## config.mk

```make
export PLATFORM = sky130hd
export DESIGN_NAME = adc_channel_averager
export DESIGN_NICKNAME = d
export VERILOG_FILES = /design/src/rtl/adc_channel_averager.sv
export SDC_FILE = /design/constraint.sdc
export NUM_CORES = 1
export LEC_CHECK = 0
export CAP_MARGIN = 20
export CELL_PAD_IN_SITES_DETAIL_PLACEMENT = 1
export CELL_PAD_IN_SITES_GLOBAL_PLACEMENT = 2
export CORE_MARGIN = 10
export CORE_UTILIZATION = 31
export DETAILED_ROUTE_END_ITERATION = 7
export PLACE_DENSITY = 0.6
export SLEW_MARGIN = 20
export SYNTH_ARGS = -nofsm -noshare
export SYNTH_HDL_FRONTEND = slang
export SYNTH_HIERARCHICAL = 1
export SYNTH_SLANG_ARGS = --single-unit
```

## constraint.sdc

```tcl
create_clock -name clk_clk -period 7.55 [get_ports clk_clk]
set_clock_uncertainty 0.1 [all_clocks]
set_input_delay 1.51 -clock clk_clk [delete_from_list [all_inputs] [get_ports clk_clk]]
set_output_delay 1.51 -clock clk_clk [all_outputs]
set_load 0.05 [all_outputs]
```

## src/rtl/adc_channel_averager.sv

```systemverilog
// Per-channel boxcar averager over 2^LOG2_AVG ADC samples; one result per completed window, 1-cycle latency into an empty FIFO.
// Results queue in a show-ahead FIFO with out_valid/out_ready backpressure; a push into a full FIFO without a pop is dropped and sets overflow.

module adc_avg_fifo #(
  parameter int W     = 17,
  parameter int DEPTH = 4
) (
  input  logic         clk,
  input  logic         rst_n,
  input  logic         flush,
  input  logic         wr_vld,
  output logic         wr_rdy,
  input  logic [W-1:0] wr_dat,
  output logic         rd_vld,
  input  logic         rd_rdy,
  output logic [W-1:0] rd_dat
);
  localparam int PW = (DEPTH > 1) ? $clog2(DEPTH) : 1;

  logic [W-1:0] mem [DEPTH];
  logic [PW-1:0] wr_ptr, rd_ptr;
  logic [PW:0]   count;
  logic [W-1:0]  last_dat;
  logic          push, pop;

  assign rd_vld = (count != '0);
  assign pop    = rd_vld & rd_rdy;
  // A full FIFO still takes a write when the head leaves in the same cycle.
  assign wr_rdy = (count != (PW+1)'(DEPTH)) | pop;
  assign push   = wr_vld & wr_rdy;
  assign rd_dat = rd_vld ? mem[rd_ptr] : last_dat;

  always_ff @(posedge clk) begin
    if (push && !flush) mem[wr_ptr] <= wr_dat;
  end

  always_ff @(posedge clk or negedge rst_n) begin
    if (!rst_n) begin
      wr_ptr   <= '0;
      rd_ptr   <= '0;
      count    <= '0;
      last_dat <= '0;
    end else if (flush) begin
      wr_ptr <= '0;
      rd_ptr <= '0;
      count  <= '0;
    end else begin
      if (push) wr_ptr <= wr_ptr + 1'b1;
      if (pop) begin
        rd_ptr   <= rd_ptr + 1'b1;
        last_dat <= mem[rd_ptr];
      end
      case ({push, pop})
        2'b10:   count <= count + 1'b1;
        2'b01:   count <= count - 1'b1;
        default: count <= count;
      endcase
    end
  end
endmodule

module adc_channel_averager #(
  parameter int NUM_CH      = 8,
  parameter int LOG2_AVG    = 4,
  parameter int OFIFO_DEPTH = 4
) (
  input  logic        clk_clk,
  input  logic        reset_reset_n,
  input  logic        enable,
  input  logic        clear,
  input  logic        in_valid,
  input  logic [4:0]  in_channel,
  input  logic [11:0] in_data,
  input  logic        in_startofpacket,
  input  logic        in_endofpacket,
  output logic        out_valid,
  input  logic        out_ready,
  output logic [4:0]  out_channel,
  output logic [11:0] out_data,
  output logic        overflow
);
  localparam int AW  = 12 + LOG2_AVG;
  localparam int CW  = (LOG2_AVG > 0) ? LOG2_AVG : 1;
  localparam int CHW = (NUM_CH > 1) ? $clog2(NUM_CH) : 1;
  localparam logic [CW-1:0] CNT_LAST = CW'((1 << LOG2_AVG) - 1);

  logic [AW-1:0]  acc [NUM_CH];
  logic [CW-1:0]  cnt [NUM_CH];
  logic [CHW-1:0] ch_idx;
  logic           in_range, accept, win_done;
  logic [AW-1:0]  sum;
  logic [11:0]    avg;
  logic           push_vld, push_rdy;
  logic [16:0]    push_dat, head_dat;
  logic           unused_ok;

  assign unused_ok = in_startofpacket ^ in_endofpacket;

  assign ch_idx   = in_channel[CHW-1:0];
  assign in_range = ({1'b0, in_channel} < 6'(NUM_CH));
  assign accept   = in_valid & enable & ~clear & in_range;
  // With LOG2_AVG=0 the count stays 0 and every sample ends its window.
  assign win_done = (cnt[ch_idx] == CNT_LAST);
  assign sum      = acc[ch_idx] + AW'(in_data);
  assign avg      = 12'(sum >> LOG2_AVG);
  assign push_vld = accept & win_done;
  assign push_dat = {in_channel, avg};

  always_ff @(posedge clk_clk or negedge reset_reset_n) begin
    if (!reset_reset_n) begin
      for (int i = 0; i < NUM_CH; i++) begin
        acc[i] <= '0;
        cnt[i] <= '0;
      end
    end else if (clear) begin
      for (int i = 0; i < NUM_CH; i++) begin
        acc[i] <= '0;
        cnt[i] <= '0;
      end
    end else if (accept) begin
      // The window restarts even if the FIFO drops the result.
      if (win_done) begin
        acc[ch_idx] <= '0;
        cnt[ch_idx] <= '0;
      end else begin
        acc[ch_idx] <= sum;
        cnt[ch_idx] <= cnt[ch_idx] + 1'b1;
      end
    end
  end

  always_ff @(posedge clk_clk or negedge reset_reset_n) begin
    if (!reset_reset_n)            overflow <= 1'b0;
    else if (clear)                overflow <= 1'b0;
    else if (push_vld && !push_rdy) overflow <= 1'b1;
  end

  adc_avg_fifo #(
    .W     (17),
    .DEPTH (OFIFO_DEPTH)
  ) u_ofifo (
    .clk    (clk_clk),
    .rst_n  (reset_reset_n),
    .flush  (clear),
    .wr_vld (push_vld),
    .wr_rdy (push_rdy),
    .wr_dat (push_dat),
    .rd_vld (out_valid),
    .rd_rdy (out_ready),
    .rd_dat (head_dat)
  );

  assign out_channel = head_dat[16:12];
  assign out_data    = head_dat[11:0];
endmodule

```

[Word level (Yosys, flattened, before mapping)]
Memory sizes are Yosys's and may differ from the RTL's.
Cells that the tools add are included.
Storage, ports and cells
  logic and storage cells: 89
  bits in registers: 185
  memories: 1
  input bits: 25
  RAM bits: 68
Memory list
  u_ofifo.mem: depth 4, bits a word 17, rd ports 1, clocked after Yosys merged registers in 0, wr ports 1, line 20  | logic [W-1:0] mem [DEPTH];
Cells by class
  $lt $le $gt $ge: 3
  bitwise operators: 13
  reduce and logical (&&, ||, !) cells: 12
  equal/unequal tests: 4
  muxes and demuxes: 29
  add/sub/neg operators: 6
Operators with widths (count)
  128-bit 2-to-1 mux: 3
  128-bit AND: 1
  128-bit bitwise mux: 1
  128-bit NOT: 1
  32-bit 2-to-1 mux: 3
  16-bit binary-select mux with 3-bit select: 1
  16-bit demux with 3-bit select: 1
  16-bit 2-to-1 mux: 3
  32-bit AND: 1
  32-bit bitwise mux: 1
  32-bit NOT: 1
  17-bit 2-to-1 mux: 1
  16-bit by 12-bit adder with 16-bit output: 1
  4-bit binary-select mux with 3-bit select: 1
  4-bit demux with 3-bit select: 1
  4-bit 2-to-1 mux: 3
  2-bit 2-to-1 mux: 4
  2-bit nonzero test: 4
  1-bit AND: 6
  3-bit one-hot mux with 2 select lines: 1
  3-bit nonzero test: 2
  5-bit by 4-bit < comparator with 1-bit output (second input constant): 1
  2-bit by 1-bit adder with 2-bit output (second input constant): 2
  4-bit by 1-bit adder with 4-bit output (second input constant): 1
  16 further kinds: 22

[Depth between registers and ports, before layout]
Gate-level depths: netlist of the first run.
  depth in word-level cells: 10
  gate-level depth with buffers: 19
  depth with buffers taken out: 13

[Hierarchy]
Netlist of the first run, hierarchy kept.
By module, submodules not included
  adc_channel_averager: area an instance 8201.6 um^2, cells each 752, times used 1, sequential area each 4028.9 um^2
  adc_avg_fifo: area an instance 3896.2 um^2, cells each 206, times used 1, sequential area each 2642.5 um^2

[Worst setup path after synthesis of the first run]
No wires, ideal clock.
  kind: input to register
  start point: input in_channel[2]
  end point: memory u_ofifo.mem[0][4], data pin
  setup time: 334 ps
  data arrival time: 4922 ps
  path slack: 2193 ps
  required time: 7116 ps
  stages on the path: 15
  path through: buf_6 > buf_4 > buf_2 > buf_4 > buf_2 > buf_2 > mux2i_1 > o21ai_0 > nand2_1 > o221ai_1 > ha_1 > fa_1 > a211oi_1 > o21ai_1 > o311ai_1
Between the ends
  longest elaborated chain between the ends: 5
RTL lines
  start, declared: line 72  | input logic [4:0] in_channel,
  3-bit NOT with 4-bit output (implied by the code): line 104  | assign sum = acc[ch_idx] + AW'(in_data);
  16-bit binary-select mux with 3-bit select: line 104
  16-bit 2-to-1 mux (implied by the code) (2 in a row): line 104
  16-bit by 12-bit adder with 16-bit output: line 104
  net sum[8]: line 91  | logic [AW-1:0] sum;
  end, declared: line 20
The timed path passes the listed nets, and every way through them passes these cells. The select of a mux whose other input is x is not followed.

[Worst setup path after layout of the first run]
  start point: input in_channel[1]
  end point: register acc[121] in the netlist's numbering
Between the ends
  elaborated cells between the ends (all ways): 23
  classes of those cells: add/sub (1); order compare (3); eq/ne (1); mux (12); bitwise (4); reduce/logical (2)
RTL lines
  3-bit NOT with 4-bit output (implied by the code): line 104
  16-bit binary-select mux with 3-bit select: line 104
  16-bit 2-to-1 mux (implied by the code) (2 in a row): line 104
  16-bit by 12-bit adder with 16-bit output: line 104
  net sum[9]: line 91
  128-bit bitwise mux: line 126  | acc[ch_idx] <= sum;
  128-bit 2-to-1 mux: line 122  | if (win_done) begin
  128-bit 2-to-1 mux: line 120  | end else if (accept) begin
  128-bit 2-to-1 mux: line 115  | end else if (clear) begin
  end signal, assigned by index: line 126
  end, declared: line 87  | logic [AW-1:0] acc [NUM_CH];
The timed path passes the listed nets, and every way through them passes these cells. The select of a mux whose other input is x is not followed.
A chain may end at the register's enable or synchronous reset.

==> flow_summary.ini, run 1 <==
[yosys]
ys_top_cells_by_area = dfrtp_1 (38%), edfxtp_1 (17%), a22o_1 (7.2%), mux4_2 (4.1%), mux2_2 (4.0%)
syn_avg_cell_area_sq_um = 12.6
ys_ff_latch = 253
ys_warn_count = 6
yosys.area.top_type = dfrtp_1
ys_seq_area_share_pct = 55.1
async_flop_share_pct = 73.1
synth_edf_count = 68
synthFlopType = dfrtp_1
synthesis.area_sq_um = 12100
syn-num-nets = 1002
ys_types = 78
synth_top_area_share_pct = 38.3
synth_cells = 958

[clocking]
cts_tree = yes
cts_sinks = 253
cts_setup_buffers = 0
cts_max_level = 1
clock_latency_ns = 0.59
numCtsBuffers = 30
hold_buffers = 0
post_cts_resized = 0
cts.path.max_buffers = 3
path_clk_slew_ns = 0.06
cts-root-buf = clkbuf_16

[detailed_routing]
routedWlPerCell_microns = 24.9
ant_nets = 0
totalWireLength_microns = 38500
drt_iter0_markers = 510
vias = 8402
viasPerCell = 5.44
drtPass1Iterations = 5
drc = 0

[setup_path]
crit_path_frequent_cell = a21oi_1
crit_cells = 11
ff2ff_path_depth = 11
cp_top_family = compound AO/OA/AOI/OAI gates
max_stage_delay_ns = 0.82
worstPathArrival_ns = 5.77
cp-end-kind = register
reg2reg_slack_ns = 3.57
crit_required_ns = 7.95
crit_chain = buf_2 -> nor2_1 -> and2_0 -> a221o_1 -> ha_1 -> a21o_1 -> a21oi_1 -> a21oi_1 -> o21a_1 -> a211oi_2 -> a22o_1
cp_slowest_cell = a211oi_2
critPathLaunchType = input port
cp_max_fo = 38
worst-path-buf-inv = 1
worstSetupPathType = in -> reg

[power_and_ir_drop]
p_int_mw = 2.39
ir_drop_mv = 0.171
pwr-share-seq_pct = 44.8
pwr-share-clk_pct = 47.8
sw_frac_of_total_pct = 24.7
combPwrFrac_pct = 7.3
netSwitchingPower_mw = 0.782
p_leak_nw = 5.85
p_per_area_nw_per_um2 = 223

[timing]
fin_crit_ns = 5.37
rsz0062_at_grt = false
max_slew_margin_pct = 33.1
min_period_over_period_pct = 71.1
worst_hold_slack_ns = 0.385
max_freq_ghz = 0.186
tightestPinTransition_ns = 1.00
slew_viol_final = 0
setup_viol_count_final = 0
hold_viol_final = 0
setup_tns_ns = 0

[final_layout]
area_delta_synth_final_pct = 17.4
final_layout_size_suffix_gt1_share_pct = 18.8
fin_area_sq_um = 14200
fillCellCount = 4088
ff_latch_area_sq_um = 6670
fin_nets = 1047
n_antenna_cell = 0
multiInputGateArea_sq_um = 5030

[place]
gp_congestion = 0.776
hpwl_microns = 24100
port_buffers = 41
place_area_sq_um = 13100

[worst_hold_path]
hold_depth = 2
hp-class = reg -> reg

[status]
status = finished clean

[die]
coreArea_sq_um = 38600
start_util_pct = 31.3
die_w_microns = 218
boundaryPins = 44
die_h_microns = 218
rows = 72
dieArea_sq_um = 47300

[global_route]
grt_antenna_before_repair = 0
grt_usage_pct = 16.3
grt_max_degree = 116
grt_pass1_wl_microns = 59300
grt_overflow = 0
grt_pass1_vias = 8976

[job]
cap_viol_max_count = 0
## power by group through the flow
stage | registers, mW | clock network [mW] | logic, mW
3_3_place_gp | 1.45 | 0 | 0.233
3_5_place_dp | 1.45 | 0 | 0.234
5_1_grt | 1.42 | 1.62 | 0.253
4_1_cts | 1.42 | 1.56 | 0.235
2_1_floorplan | 1.45 | 0 | 0.119
6_report | 1.42 | 1.52 | 0.233
## layer usage
metal / routed length, microns / GRT usage [%] / part of all wire [%] / vias up
li1: - / - / - / 3764
met1: 17700 / 21.8 / 46 / 4455
met2: 18900 / 27.5 / 49 / 140
met3: 1300 / 2.47 / 3.4 / 43
met4: 660 / 3.45 / 1.7 / 0
met5: 0 / 0 / 0 / -
## final cells by class
class                      instances  area share (%)
inverter                          12           0.317
multi-input combinational        622            35.5
sequential                       253            47.0
clock buffer                      40            6.05
clock inverter                    16            1.37
tap                              518            4.57
timing repair buffer              84            5.26
## sequential cells by signal (all words and copies together), names as in the netlist
| name | cells |
|---|---|
| acc | 128 |
| u_ofifo/mem | 68 |
| cnt | 32 |
| u_ofifo/last_dat | 17 |
| u_ofifo/count | 3 |
| u_ofifo/rd_ptr | 2 |
| u_ofifo/wr_ptr | 2 |
| overflow | 1 |
## synth_stat cells (all sizes together) (3+ instances only)
| cell type | number |
|---|---|
| nand3 | 31 |
| a21o | 5 |
| edfxtp | 68 |
| ha | 17 |
| o211ai | 3 |
| a221oi | 7 |
| nand3b | 5 |
| a31o | 4 |
| dfrtp | 185 |
| clkbuf | 33 |
| o221ai | 4 |
| o21ai | 33 |
| nand2 | 71 |
| and2 | 16 |
| xor2 | 6 |
| nand4 | 5 |
| a211oi | 9 |
| a32o | 7 |
| buf | 38 |
| nor3 | 9 |
| a22oi | 8 |
| a32oi | 3 |
| a21oi | 59 |
| mux4 | 31 |
| nor2 | 55 |
| nor2b | 3 |
| a221o | 5 |
| and3 | 8 |
| a31oi | 6 |
| a22o | 99 |
| xnor2 | 7 |
| inv | 10 |
| mux2i | 22 |
| mux2 | 45 |
## worst register-to-register path, delay by kind of cell (launching register included)
| family | cells | cell delay (ns) |
|---|---|---|
| muxes | 1 | 0.27 |
| and+or+nand+nor | 1 | 0.29 |
| DFF | 1 | 0.38 |
| xor gates and xnor gates | 1 | 0.64 |
| adders and majority gates | 1 | 0.44 |
| AOI/OAI and AO/OA | 7 | 1.78 |
## kinds of logic after synthesis
group           count (synthesis)  share of synthesized area, %
fa+ha+maj                      19                          2.09
flops                         253                          55.1
simple gates                  221                          9.27
compound gates                271                          17.1
mux                            98                          12.1
buf+inv                        83                          3.40
xor+xnor                       13                         0.941
## cell usage in the layout (no fill, tap or decap), types with 31 or more instances in the layout
| master | synthesis | layout |
|---|---|---|
| a21oi_1 | 59 | 59 |
| o21ai_0 | 31 | 31 |
| clkdlybuf4s50_1 | 0 | 36 |
| edfxtp_1 | 68 | 68 |
| nand2_1 | 71 | 71 |
| mux2_2 | 43 | 43 |
| nand3_1 | 31 | 31 |
| buf_4 | 5 | 42 |
| dfrtp_1 | 185 | 185 |
| a22o_1 | 99 | 99 |
| nor2_1 | 47 | 47 |
## worst paths after layout
check / start / to
setup / recovery: in_channel[1] / acc[121]
setup reg to reg: acc[24] / acc[47]
min in group asynchronous: reset_reset_n / acc[71]
hold reg to reg: cnt[7] / cnt[7]
hold / removal: cnt[7] / cnt[7]
max in group asynchronous: reset_reset_n / cnt[7]
## stage by stage
step           total power, mW  setup WS (ns)  util (%)  cells
3_5_place_dp              1.68           1.55      33.9   1487
5_1_grt                   3.30           1.83      36.7   1545
2_1_floorplan             1.56           2.19         -    958
3_3_place_gp              1.68           1.19      33.9   1487
4_1_cts                   3.21           2.17      36.6   1543
6_report                  3.17           2.18      36.7   1545
No activity file was read; power rests on OpenSTA's default activity.
==> inputs of run 2 (changes only) <==
==> constraint.sdc (replaced) <==
create_clock -name clk_clk -period 5.04 [get_ports clk_clk]
set_clock_uncertainty 0.1 [all_clocks]
set_input_delay 1.008 -clock clk_clk [delete_from_list [all_inputs] [get_ports clk_clk]]
set_output_delay 1.008 -clock clk_clk [all_outputs]
set_load 0.05 [all_outputs]
==> run 2 against run 1 <==
Against the previous run: combinational power rose by 64%; clock-buffer cell count shrank 4; highest routed layer unchanged; register-to-register slack worse by 2.5 ns; total power increased by 46%; clock power is 39% higher; sequential cell count unchanged; utilization is 0.76 points higher; worst setup slack lost 1.7 ns; sequential share of layout area fell by 0.95 points; critical endpoint is now acc[125]; first-iteration DRC count down 13%.
==> flow_summary.ini, run 2 (synthesis gave the netlist of run 1 again) <==
[final_layout]
largest_register_ffs = 128
fillCellCount = 4098
ff_latch_area_sq_um = 6670
top_regs = acc: 128 flops, u_ofifo/mem: 68 flops, cnt: 32 flops
multiInputGateArea_sq_um = 5020
area_delta_synth_final_pct = 19.8
final_layout_size_suffix_gt1_share_pct = 22.1
n_antenna_cell = 0
fin_nets = 1098
final_cell_mix = dfrtp_1 (185), a22o_1 (99), buf_4 (91), nand2_1 (71), edfxtp_1 (68)
layout_commonest_cell = dfrtp_1
regMostFlops = acc

[timing]
setup_viol_count_final = 0
setup_slack_ns = 0.496
rsz0062_at_grt = false
fin_crit_ns = 4.54
max_freq_ghz = 0.220
slew_viol_final = 0
max_slew_margin_pct = 36.9
hold_viol_final = 0
min_period_over_period_pct = 90.2
worst_hold_slack_ns = 0.379
setup_tns_ns = 0
tightestPinTransition_ns = 0.943

[global_route]
grt_antenna_before_repair = 0
grt_pass1_vias = 9024
grt_max_degree = 104
grt_usage_pct = 16.2
grt_overflow = 0
grt_pass1_wl_microns = 59000

[power_and_ir_drop]
finalPower_mw = 4.61
p_per_area_nw_per_um2 = 318
p_leak_nw = 6.05
ir_drop_mv = 0.248

[setup_path]
cp_top_family = compound AO/OA/AOI/OAI gates
critPathLaunchType = input port
worst-path-buf-inv = 4
crit_required_ns = 5.44
cp-end-kind = register
max_stage_delay_ns = 0.78
worstSetupPathType = in -> reg
crit_path_frequent_cell = buf_4
cp_slowest_cell = xor2_1
crit_chain = buf_4 -> nor2b_1 -> buf_4 -> buf_4 -> a221oi_1 -> a21oi_1 -> a221o_1 -> ha_1 -> nand4_1 -> a2111oi_0 -> buf_4 -> o21ai_0 -> xor2_1 -> a22o_1
worstPathArrival_ns = 4.94
cp_max_fo = 16

[clocking]
path_clk_slew_ns = 0.06
cts_tree = yes
cts_setup_buffers = 0
clock_latency_ns = 0.57
cts_sinks = 253
cts-root-buf = clkbuf_16
hold_buffers = 0
cts_max_level = 1
numCtsBuffers = 29
post_cts_resized = 0
cts.path.max_buffers = 3

[die]
start_util_pct = 31.3
die_w_microns = 218
die_h_microns = 218
rows = 72
dieArea_sq_um = 47300
boundaryPins = 44
coreArea_sq_um = 38600

[detailed_routing]
vias = 8499
drtPass1Iterations = 4
drc = 0
routedWlPerCell_microns = 24.1
totalWireLength_microns = 38300
drt_iter0_markers = 443
viasPerCell = 5.34
ant_nets = 0

[place]
hpwl_microns = 25000
port_buffers = 41
gp_congestion = 0.778
place_ws_ns = -0.105

[worst_hold_path]
hp-class = reg -> reg

[status]
status = finished clean

[job]
cap_viol_max_count = 0
==> run 2: changes by cell type in the layout (fill, tap and decap cells not counted), sizes merged <==
cell and delta:
clkinv -2, bufinv -1, buf +52, clkbuf -4
inv +1
==> run 2: path summary, 6_finish.rpt <==
path                               start                  end  slack [ns]  cells after the start
max                        in_channel[2]             acc[125]        0.50                     14
min                               cnt[7]               cnt[7]        0.38                      2
max reg2reg                      acc[24]             acc[125]        1.09                     12
min reg2reg                       cnt[7]               cnt[7]        0.38                      2
max in group asynchronous  reset_reset_n              acc[50]        3.36                      2
min in group asynchronous  reset_reset_n  u_ofifo/last_dat[5]        0.47                      1
==> run 2: final cells by class <==
cell class                 count  share of cell area [%]
clock buffer                  36                    5.40
clock inverter                14                    1.05
inverter                      12                   0.311
multi-input combinational    622                    34.6
sequential                   253                    46.0
tap                          518                    4.47
timing repair buffer         136                    8.09
==> run 2: worst reg2reg max path: stages (launching register included) <==
cell and delay, ns:
dfrtp_1 0.38, mux2_2 0.26, a221oi_1 0.30, a21oi_1 0.07, a221o_1 0.32, ha_1 0.35
buf_4 0.13, nand3_1 0.09, a2111oi_0 0.47, buf_4 0.23, o21ai_0 0.12, xor2_1 0.78
a22o_1 0.28
==> run 2: per-layer routing <==
layer  wire [microns]  GRT usage [%]  vias up  part of all wire [%]
met1            18400           22.6     4479                    48
met5                0              0        -                     0
met4              679           3.36        0                   1.8
met2            18200           26.4      116                    48
met3              962           2.11       52                   2.5
li1                 -              -     3852                     -
==> run 2: power by group <==
part	total (mW)	leakage (nW)	switching (mW)	internal [mW]
Clock	2.11	0.452	0.899	1.21
Combinational	0.382	2.40	0.254	0.128
Sequential	2.13	3.19	0.00488	2.12
Total	4.61	6.05	1.16	3.46
==> run 2: per-stage QoR <==
stage | std cells | util, % | instance area [sq um]
after CTS | 1591 | 37.5 | 14500
after global routing | 1591 | 37.5 | 14500
after global placement | 1541 | 35.1 | 13600
after detailed placement | 1541 | 35.1 | 13600
final | 1591 | 37.5 | 14500
after floorplan | 958 | - | 12100
